===== config.mk =====
export PLATFORM = sky130hd
export DESIGN_NAME = dpram_march_bist_flat
export DESIGN_NICKNAME = d
export VERILOG_FILES = /design/src/rtl/dpram_march_bist_if.sv /design/src/rtl/dpram_march_bist.sv /design/src/flat_wrapper.sv
export SDC_FILE = /design/constraint.sdc
export NUM_CORES = 1
export LEC_CHECK = 0
export BUFFER_PORTS_ARGS = -buffer_cell sky130_fd_sc_hd__buf_4
export CAP_MARGIN = 30
export CELL_PAD_IN_SITES_DETAIL_PLACEMENT = 1
export CELL_PAD_IN_SITES_GLOBAL_PLACEMENT = 1
export CORE_MARGIN = 2
export CORE_UTILIZATION = 40
export DETAILED_ROUTE_END_ITERATION = 8
export PLACE_DENSITY = 0.85
export RECOVER_POWER = 25
export SLEW_MARGIN = 0
export SYNTH_ARGS = -nofsm -noshare
export SYNTH_HDL_FRONTEND = slang
export SYNTH_SLANG_ARGS = --single-unit

===== constraint.sdc =====
create_clock -name clk -period 5.9 [get_ports clk]
set_clock_uncertainty 0.15 [all_clocks]
set_input_delay 0 -clock clk [delete_from_list [all_inputs] [get_ports clk]]
set_output_delay 0 -clock clk [all_outputs]
set_load 0.01 [all_outputs]

===== src/rtl/dpram_march_bist_if.sv =====
// Memory-side bus between the March BIST controller and the 32x16 dual-port RAM.
//   mem_wr / mem_waddr / mem_din : RAM write port, driven by the BIST (master)
//   mem_rd / mem_raddr           : RAM read port, driven by the BIST (master)
//   mem_dout                     : RAM read data, driven by the RAM (slave)
interface dpram_march_bist_if #(
    parameter int unsigned AW = 5,
    parameter int unsigned DW = 16
);
    logic          mem_wr;
    logic [AW-1:0] mem_waddr;
    logic [DW-1:0] mem_din;
    logic          mem_rd;
    logic [AW-1:0] mem_raddr;
    logic [DW-1:0] mem_dout;

    modport master (
        output mem_wr, mem_waddr, mem_din, mem_rd, mem_raddr,
        input  mem_dout
    );

    modport slave (
        input  mem_wr, mem_waddr, mem_din, mem_rd, mem_raddr,
        output mem_dout
    );
endinterface


===== src/rtl/dpram_march_bist.sv =====
// March X built-in self-test controller for the 32x16 dual-port RAM.
// Runs M0 up W(PAT); M1 up R(PAT),W(~PAT); M2 down R(~PAT),W(PAT); M3 down R(PAT)
// and reports pass/fail with the first failing address and the data read there.
//   clk, rst_n            : clock, asynchronous active-low reset
//   start                 : begin a test (sampled only while idle)
//   busy / done / pass    : test running / one-cycle end pulse / result
//   fail_addr / fail_data : address and read data of the first mismatch
//   mem                   : RAM write/read ports and read data (interface, master side)
module dpram_march_bist #(
    parameter logic [15:0] PAT = 16'hAAAA
) (
    input  logic               clk,
    input  logic               rst_n,
    input  logic               start,
    output logic               busy,
    output logic               done,
    output logic               pass,
    output logic [4:0]         fail_addr,
    output logic [15:0]        fail_data,
    dpram_march_bist_if.master mem
);
    localparam int unsigned AW = 5;
    localparam int unsigned DW = 16;
    localparam logic [AW-1:0] ADDR_MAX = AW'(2 ** AW - 1);

    typedef enum logic [2:0] {
        S_IDLE,
        S_M0,
        S_M1,
        S_M2,
        S_M3,
        S_DONE
    } state_t;

    state_t        state_q, state_d;
    logic [AW-1:0] addr_q, addr_d;
    logic          phase_q, phase_d;      // 0: issue read, 1: compare (+ write in M1/M2)
    logic          busy_q, busy_d;
    logic          done_q, done_d;
    logic          pass_q, pass_d;
    logic [AW-1:0] fail_addr_q, fail_addr_d;
    logic [DW-1:0] fail_data_q, fail_data_d;
    logic          mem_wr_q, mem_wr_d;
    logic [AW-1:0] mem_waddr_q, mem_waddr_d;
    logic [DW-1:0] mem_din_q, mem_din_d;
    logic          mem_rd_q, mem_rd_d;
    logic [AW-1:0] mem_raddr_q, mem_raddr_d;
    logic [DW-1:0] exp_c;
    logic          mismatch_c;

    // Next state, plus next-cycle outputs decoded from the next state so every output is a flop
    always_comb begin : next_state
        state_d     = state_q;
        addr_d      = addr_q;
        phase_d     = phase_q;
        pass_d      = pass_q;
        fail_addr_d = fail_addr_q;
        fail_data_d = fail_data_q;
        exp_c       = (state_q == S_M2) ? ~PAT : PAT;
        mismatch_c  = 1'b0;

        unique case (state_q)
            S_IDLE: begin
                if (start) begin
                    state_d     = S_M0;
                    addr_d      = '0;
                    phase_d     = 1'b0;
                    pass_d      = 1'b0;
                    fail_addr_d = '0;
                    fail_data_d = '0;
                end
            end
            S_M0: begin
                if (addr_q == ADDR_MAX) begin
                    state_d = S_M1;
                    addr_d  = '0;
                end else begin
                    addr_d = addr_q + AW'(1);
                end
            end
            S_M1, S_M2, S_M3: begin
                if (!phase_q) begin
                    phase_d = 1'b1;
                end else begin
                    phase_d    = 1'b0;
                    mismatch_c = (mem.mem_dout != exp_c);
                    if (mismatch_c) begin
                        state_d     = S_DONE;
                        pass_d      = 1'b0;
                        fail_addr_d = addr_q;
                        fail_data_d = mem.mem_dout;
                    end else if (state_q == S_M1) begin
                        // M2 descends from the top address M1 just finished on
                        if (addr_q == ADDR_MAX) begin
                            state_d = S_M2;
                        end else begin
                            addr_d = addr_q + AW'(1);
                        end
                    end else if (addr_q == '0) begin
                        state_d = (state_q == S_M2) ? S_M3 : S_DONE;
                        addr_d  = ADDR_MAX;
                        pass_d  = (state_q == S_M3);
                    end else begin
                        addr_d = addr_q - AW'(1);
                    end
                end
            end
            S_DONE: begin
                state_d = S_IDLE;
                addr_d  = '0;
            end
            default: begin
                state_d = S_IDLE;
            end
        endcase

        busy_d      = state_d inside {S_M0, S_M1, S_M2, S_M3};
        done_d      = (state_d == S_DONE);
        mem_wr_d    = (state_d == S_M0) || ((state_d inside {S_M1, S_M2}) && phase_d);
        mem_rd_d    = (state_d inside {S_M1, S_M2, S_M3}) && !phase_d;
        mem_waddr_d = mem_wr_d ? addr_d : '0;
        mem_raddr_d = mem_rd_d ? addr_d : '0;
        mem_din_d   = '0;
        if (mem_wr_d) begin
            mem_din_d = (state_d == S_M1) ? ~PAT : PAT;
        end
    end

    // State and output registers
    always_ff @(posedge clk or negedge rst_n) begin : state_reg
        if (!rst_n) begin
            state_q     <= S_IDLE;
            addr_q      <= '0;
            phase_q     <= 1'b0;
            busy_q      <= 1'b0;
            done_q      <= 1'b0;
            pass_q      <= 1'b0;
            fail_addr_q <= '0;
            fail_data_q <= '0;
            mem_wr_q    <= 1'b0;
            mem_waddr_q <= '0;
            mem_din_q   <= '0;
            mem_rd_q    <= 1'b0;
            mem_raddr_q <= '0;
        end else begin
            state_q     <= state_d;
            addr_q      <= addr_d;
            phase_q     <= phase_d;
            busy_q      <= busy_d;
            done_q      <= done_d;
            pass_q      <= pass_d;
            fail_addr_q <= fail_addr_d;
            fail_data_q <= fail_data_d;
            mem_wr_q    <= mem_wr_d;
            mem_waddr_q <= mem_waddr_d;
            mem_din_q   <= mem_din_d;
            mem_rd_q    <= mem_rd_d;
            mem_raddr_q <= mem_raddr_d;
        end
    end

    assign busy          = busy_q;
    assign done          = done_q;
    assign pass          = pass_q;
    assign fail_addr     = fail_addr_q;
    assign fail_data     = fail_data_q;
    assign mem.mem_wr    = mem_wr_q;
    assign mem.mem_waddr = mem_waddr_q;
    assign mem.mem_din   = mem_din_q;
    assign mem.mem_rd    = mem_rd_q;
    assign mem.mem_raddr = mem_raddr_q;
endmodule


===== src/flat_wrapper.sv =====
// flat-port wrapper written by rule: the top's interface ports become plain ports
module dpram_march_bist_flat 
#(
    parameter logic [15:0] PAT = 16'hAAAA
)
  (clk, rst_n, start, busy, done, pass, fail_addr, fail_data, mem_mem_wr, mem_mem_waddr, mem_mem_din, mem_mem_rd, mem_mem_raddr, mem_mem_dout);
  dpram_march_bist_if mem_i ();
  input  logic clk;
  input  logic rst_n;
  input  logic start;
  output logic busy;
  output logic done;
  output logic pass;
  output logic [4:0] fail_addr;
  output logic [15:0] fail_data;
  output wire logic [$bits(mem_i.mem_wr)-1:0] mem_mem_wr;
  output wire logic [$bits(mem_i.mem_waddr)-1:0] mem_mem_waddr;
  output wire logic [$bits(mem_i.mem_din)-1:0] mem_mem_din;
  output wire logic [$bits(mem_i.mem_rd)-1:0] mem_mem_rd;
  output wire logic [$bits(mem_i.mem_raddr)-1:0] mem_mem_raddr;
  input wire logic [$bits(mem_i.mem_dout)-1:0] mem_mem_dout;
  assign mem_mem_wr = mem_i.mem_wr;
  assign mem_mem_waddr = mem_i.mem_waddr;
  assign mem_mem_din = mem_i.mem_din;
  assign mem_mem_rd = mem_i.mem_rd;
  assign mem_mem_raddr = mem_i.mem_raddr;
  assign mem_i.mem_dout = mem_mem_dout;
  dpram_march_bist #(.PAT(PAT)) u_core (.clk(clk), .rst_n(rst_n), .start(start), .busy(busy), .done(done), .pass(pass), .fail_addr(fail_addr), .fail_data(fail_data), .mem(mem_i));
endmodule

==> results by group <==
Floorplanning
  • Ports: 71
  • Core ar.: between 6000 and 7000 um^2
  • Die width: 85.2 um
  • Die H: 85.2 um
  • Starting Density: 41.6%
  • Die area: 7270 um^2
  • Rows: 29

Timing
  • Slew @ Worst Pin: about 2.5 ns
  • RSZ-0062 raised after global routing: false
  • Relative slew slack: -66.8%
  • Pins Over Slew Limit: 48
  • Final min period: 2.90 ns
  • Final setup fails: 0
  • Final hold vios: 0
  • Period utilisation layout: 49.2%
  • Hold slack: 0.0202 ns
  • Sum Neg Setup Slack: 0 ns
  • Upper clock frequency limit: about 340 MHz

Routing
  • Drt total wl: 7990 um
  • Via density: 5.54
  • DRC: 0
  • Initial drt markers: 140
  • Routed len/inst: 18.7 um
  • DRT Pass-1 Iters: 5
  • Post-route ant nets: 0
  • Vias after detailed routing: 2366

Clocking
  • Clk pin slew, worst setup/hold paths: 0.08 ns
  • Cts bufs inserted: 5
  • Clk sink count: 47
  • TritonCTS clock tree: done
  • H-Tree Depth: 2
  • Clock Path Buffers: 2
  • Clock Latency Late Sink: approximately 0.3 ns
  • Root Driver: clkbuf_8

Layout
  • N_diodes: 0
  • Fill count: 738
  • Register area: 1180 um^2
  • Multi-input logic area: approximately 1200 um^2
  • Nets: 375
  • Ratio of cells with drive above 1 in the final layout: 28.9%
  • Fin area: 3350 um^2
  • Area delta synth->final: 26.8%

Pwr
  • Power per cell area: 359 nW/um^2
  • Clock Power Share: between 10% and 20%
  • Worst vdd ir: 224 uV
  • Switching pwr: 0.495 mW
  • Internal power: ~0.71 mW
  • Switching Share: 41.1%
  • Sequential fraction of design power: 38.1%
  • P_leak: 1.53 nW
  • Logic pwr share: 45.5%

Place
  • Placed cell areas: slightly above 3000 um^2
  • GPL Wtd Cong: between 0.9 and 1
  • Port Buf Inserts: 70
  • Final HPWL DP: 5200 um

Yosys
  • Synthesis Warnings: 0
  • Register bit total from synthesis: 47
  • Mapped cell area: between 2000 and 3000 um^2
  • Netlist cell types: 58
  • Syn nets: around 310
  • Syn Area/Cell: around 9.3 um^2
  • Register area share after synthesis: between 40% and 50%
  • Post-synth top flop: dfrtp_1
  • Post-synth EDFFs: 0
  • Gate Count Post-Synth: 283
  • Async SR Flop Fraction: 100%

Worst setup path
  • Reg-to-reg startpoint: u_core.state_q[0]
  • CP endpoint: u_core.mem.mem_din[13]
  • CP Capture Type: flip-flop
  • CP Max Fanout: 21
  • Reg-to-reg critical path endpoint: u_core.mem.mem_din[13]
  • Critical path class: flip-flop to flip-flop
  • Crit. Startpoint: u_core.state_q[0]
  • R2R cell count: 6
  • CP Launch Type: flip-flop
  • WP data required: 5.98 ns
  • Reg2reg setup slack: 3.00 ns
  • WP data arrival: about 3.0 ns

GRT
  • Total Routing Usage GR: a little under a quarter
  • Overflow after GRT: 0
  • Largest net degree at the start of global routing: 48
  • Vias in the first global route: 2431
  • Global-route wire length before repair: about 13000 um
  • Initial antenna violation count: 0

Status
  • Failing checks: max-capacitance violations, max-slew violations
  • Status: complete, but fails checks

Run
  • Total of max-cap violations: 1

Hold path
  • Hold Path Class: input port to flip-flop
[flip-flops by register name, indices dropped and copies added, names as in the netlist]
| signal | count |
|---|---|
| u_core.mem.mem_wr | 1 |
| u_core.phase_q | 1 |
| u_core.done | 1 |
| u_core.fail_addr | 5 |
| u_core.pass | 1 |
| u_core.mem.mem_raddr | 5 |
| u_core.state_q | 3 |
| u_core.mem.mem_rd | 1 |
| u_core.addr_q | 5 |
| u_core.fail_data | 16 |
| u_core.mem.mem_din | 2 |
| u_core.busy | 1 |
| u_core.mem.mem_waddr | 5 |
[power groups by stage]
stage	clock (mW)	sequential, mW	combinational, mW
6_report	0.197	0.459	0.548
5_1_grt	0.215	0.471	0.602
4_1_cts	0.201	0.457	0.544
3_5_place_dp	0	0.464	0.529
3_3_place_gp	0	0.459	0.515
2_1_floorplan	0	0.443	0.382
[cells by family after synthesis]
logic type | Yosys count | synth area share (%)
adders and majority gates | 6 | 2.84
DFF | 47 | 44.5
AOI/OAI and AO/OA | 75 | 20.6
muxes | 2 | 0.806
and+or+nand+nor | 110 | 22.3
buffers and inverters | 43 | 8.91
[layout by cell type (no fill, tap or decap), drive strengths merged, types with 2 or more instances in the layout]
cell          n
a31oi         4
nor2         21
and4          2
o21a          2
o311ai        2
clkbuf        7
nor4bb        8
o31ai         4
dfrtp        47
nand3b        2
inv          15
nand3         3
a22o          3
dlygate4sd3  17
and3          2
ha            6
a22oi         3
nand2        50
nor3          8
a222oi        2
nand4         2
or3b          2
buf          70
a21oi        12
o21ai        31
nor2b         3
[how the worst min path moves through the flow]
stage,startpoint,end,slack [ns],depth (start not counted)
after global placement,rst_n,u_core.mem.mem_waddr[3],-0.11,1
final,start,u_core.busy,0.02,4
after CTS,start,u_core.busy,0.02,4
after floorplan,rst_n,u_core.addr_q[0],-0.45,0
after detailed placement,rst_n,u_core.mem.mem_waddr[3],-0.10,1
after global routing,start,u_core.busy,0.07,4
[Yosys cell counts, types with 3 or more instances]
cell	number	area share, %
o31ai_1	4	1.1
dfrtp_1	47	45
nor3_2	5	1.9
buf_2	5	0.95
buf_4	14	4.0
nor2b_1	3	0.71
a22o_1	3	1.0
nand2_1	48	6.8
nor2_1	20	2.8
a22oi_1	3	0.85
clkbuf_1	7	1.0
o21ai_0	27	5.1
a21oi_1	12	2.3
nor4bb_1	8	3.0
ha_1	6	2.8
a31oi_1	3	0.71
nand3_1	3	0.57
nor3_1	3	0.57
inv_1	14	2.0
[per-stage QoR]
stage | total power [mW] | worst slack (ns) | cells | utilization [%]
after floorplan | 0.825 | 3.47 | 283 | -
after global placement | 0.973 | 3.14 | 403 | 48.7
after detailed placement | 0.993 | 3.06 | 403 | 48.7
after CTS | 1.20 | 3.05 | 427 | 52.8
after global routing | 1.29 | 2.77 | 427 | 52.7
final | 1.20 | 3.00 | 427 | 52.7
[critical path, cell delays in order (launching register included)]
cell and delay, ns:
dfrtp_1 0.60, nor2_1 0.46, a21o_1 0.68, nor2_1 0.11, nor2_2 0.47, a21boi_4 0.18
nor2_1 0.16
[routing by layer]
layer,vias up,part of all wire [%],track usage [%]
li1,1110,-,-
met5,-,0,0
met4,0,2.8,9.38
met1,1167,41,28.2
met2,70,52,38.9
met3,19,4.4,3.89
[area by class of cell]
type | count | area share [%]
multi-input cells | 193 | 36.8
repair buffers | 88 | 20.9
clock inverters | 1 | 0.149
inverters | 15 | 1.68
well taps | 77 | 2.88
flip-flops and latches | 47 | 35.1
clock buffers | 6 | 2.47
[timing repair]
item                                   4_1_cts  5_1_grt
resized for setup                            0        0
buffers inserted                             0        0
endpoints found under the hold margin       63        0
hold buffers                                17        0
Power figures use the tool's default switching activity.
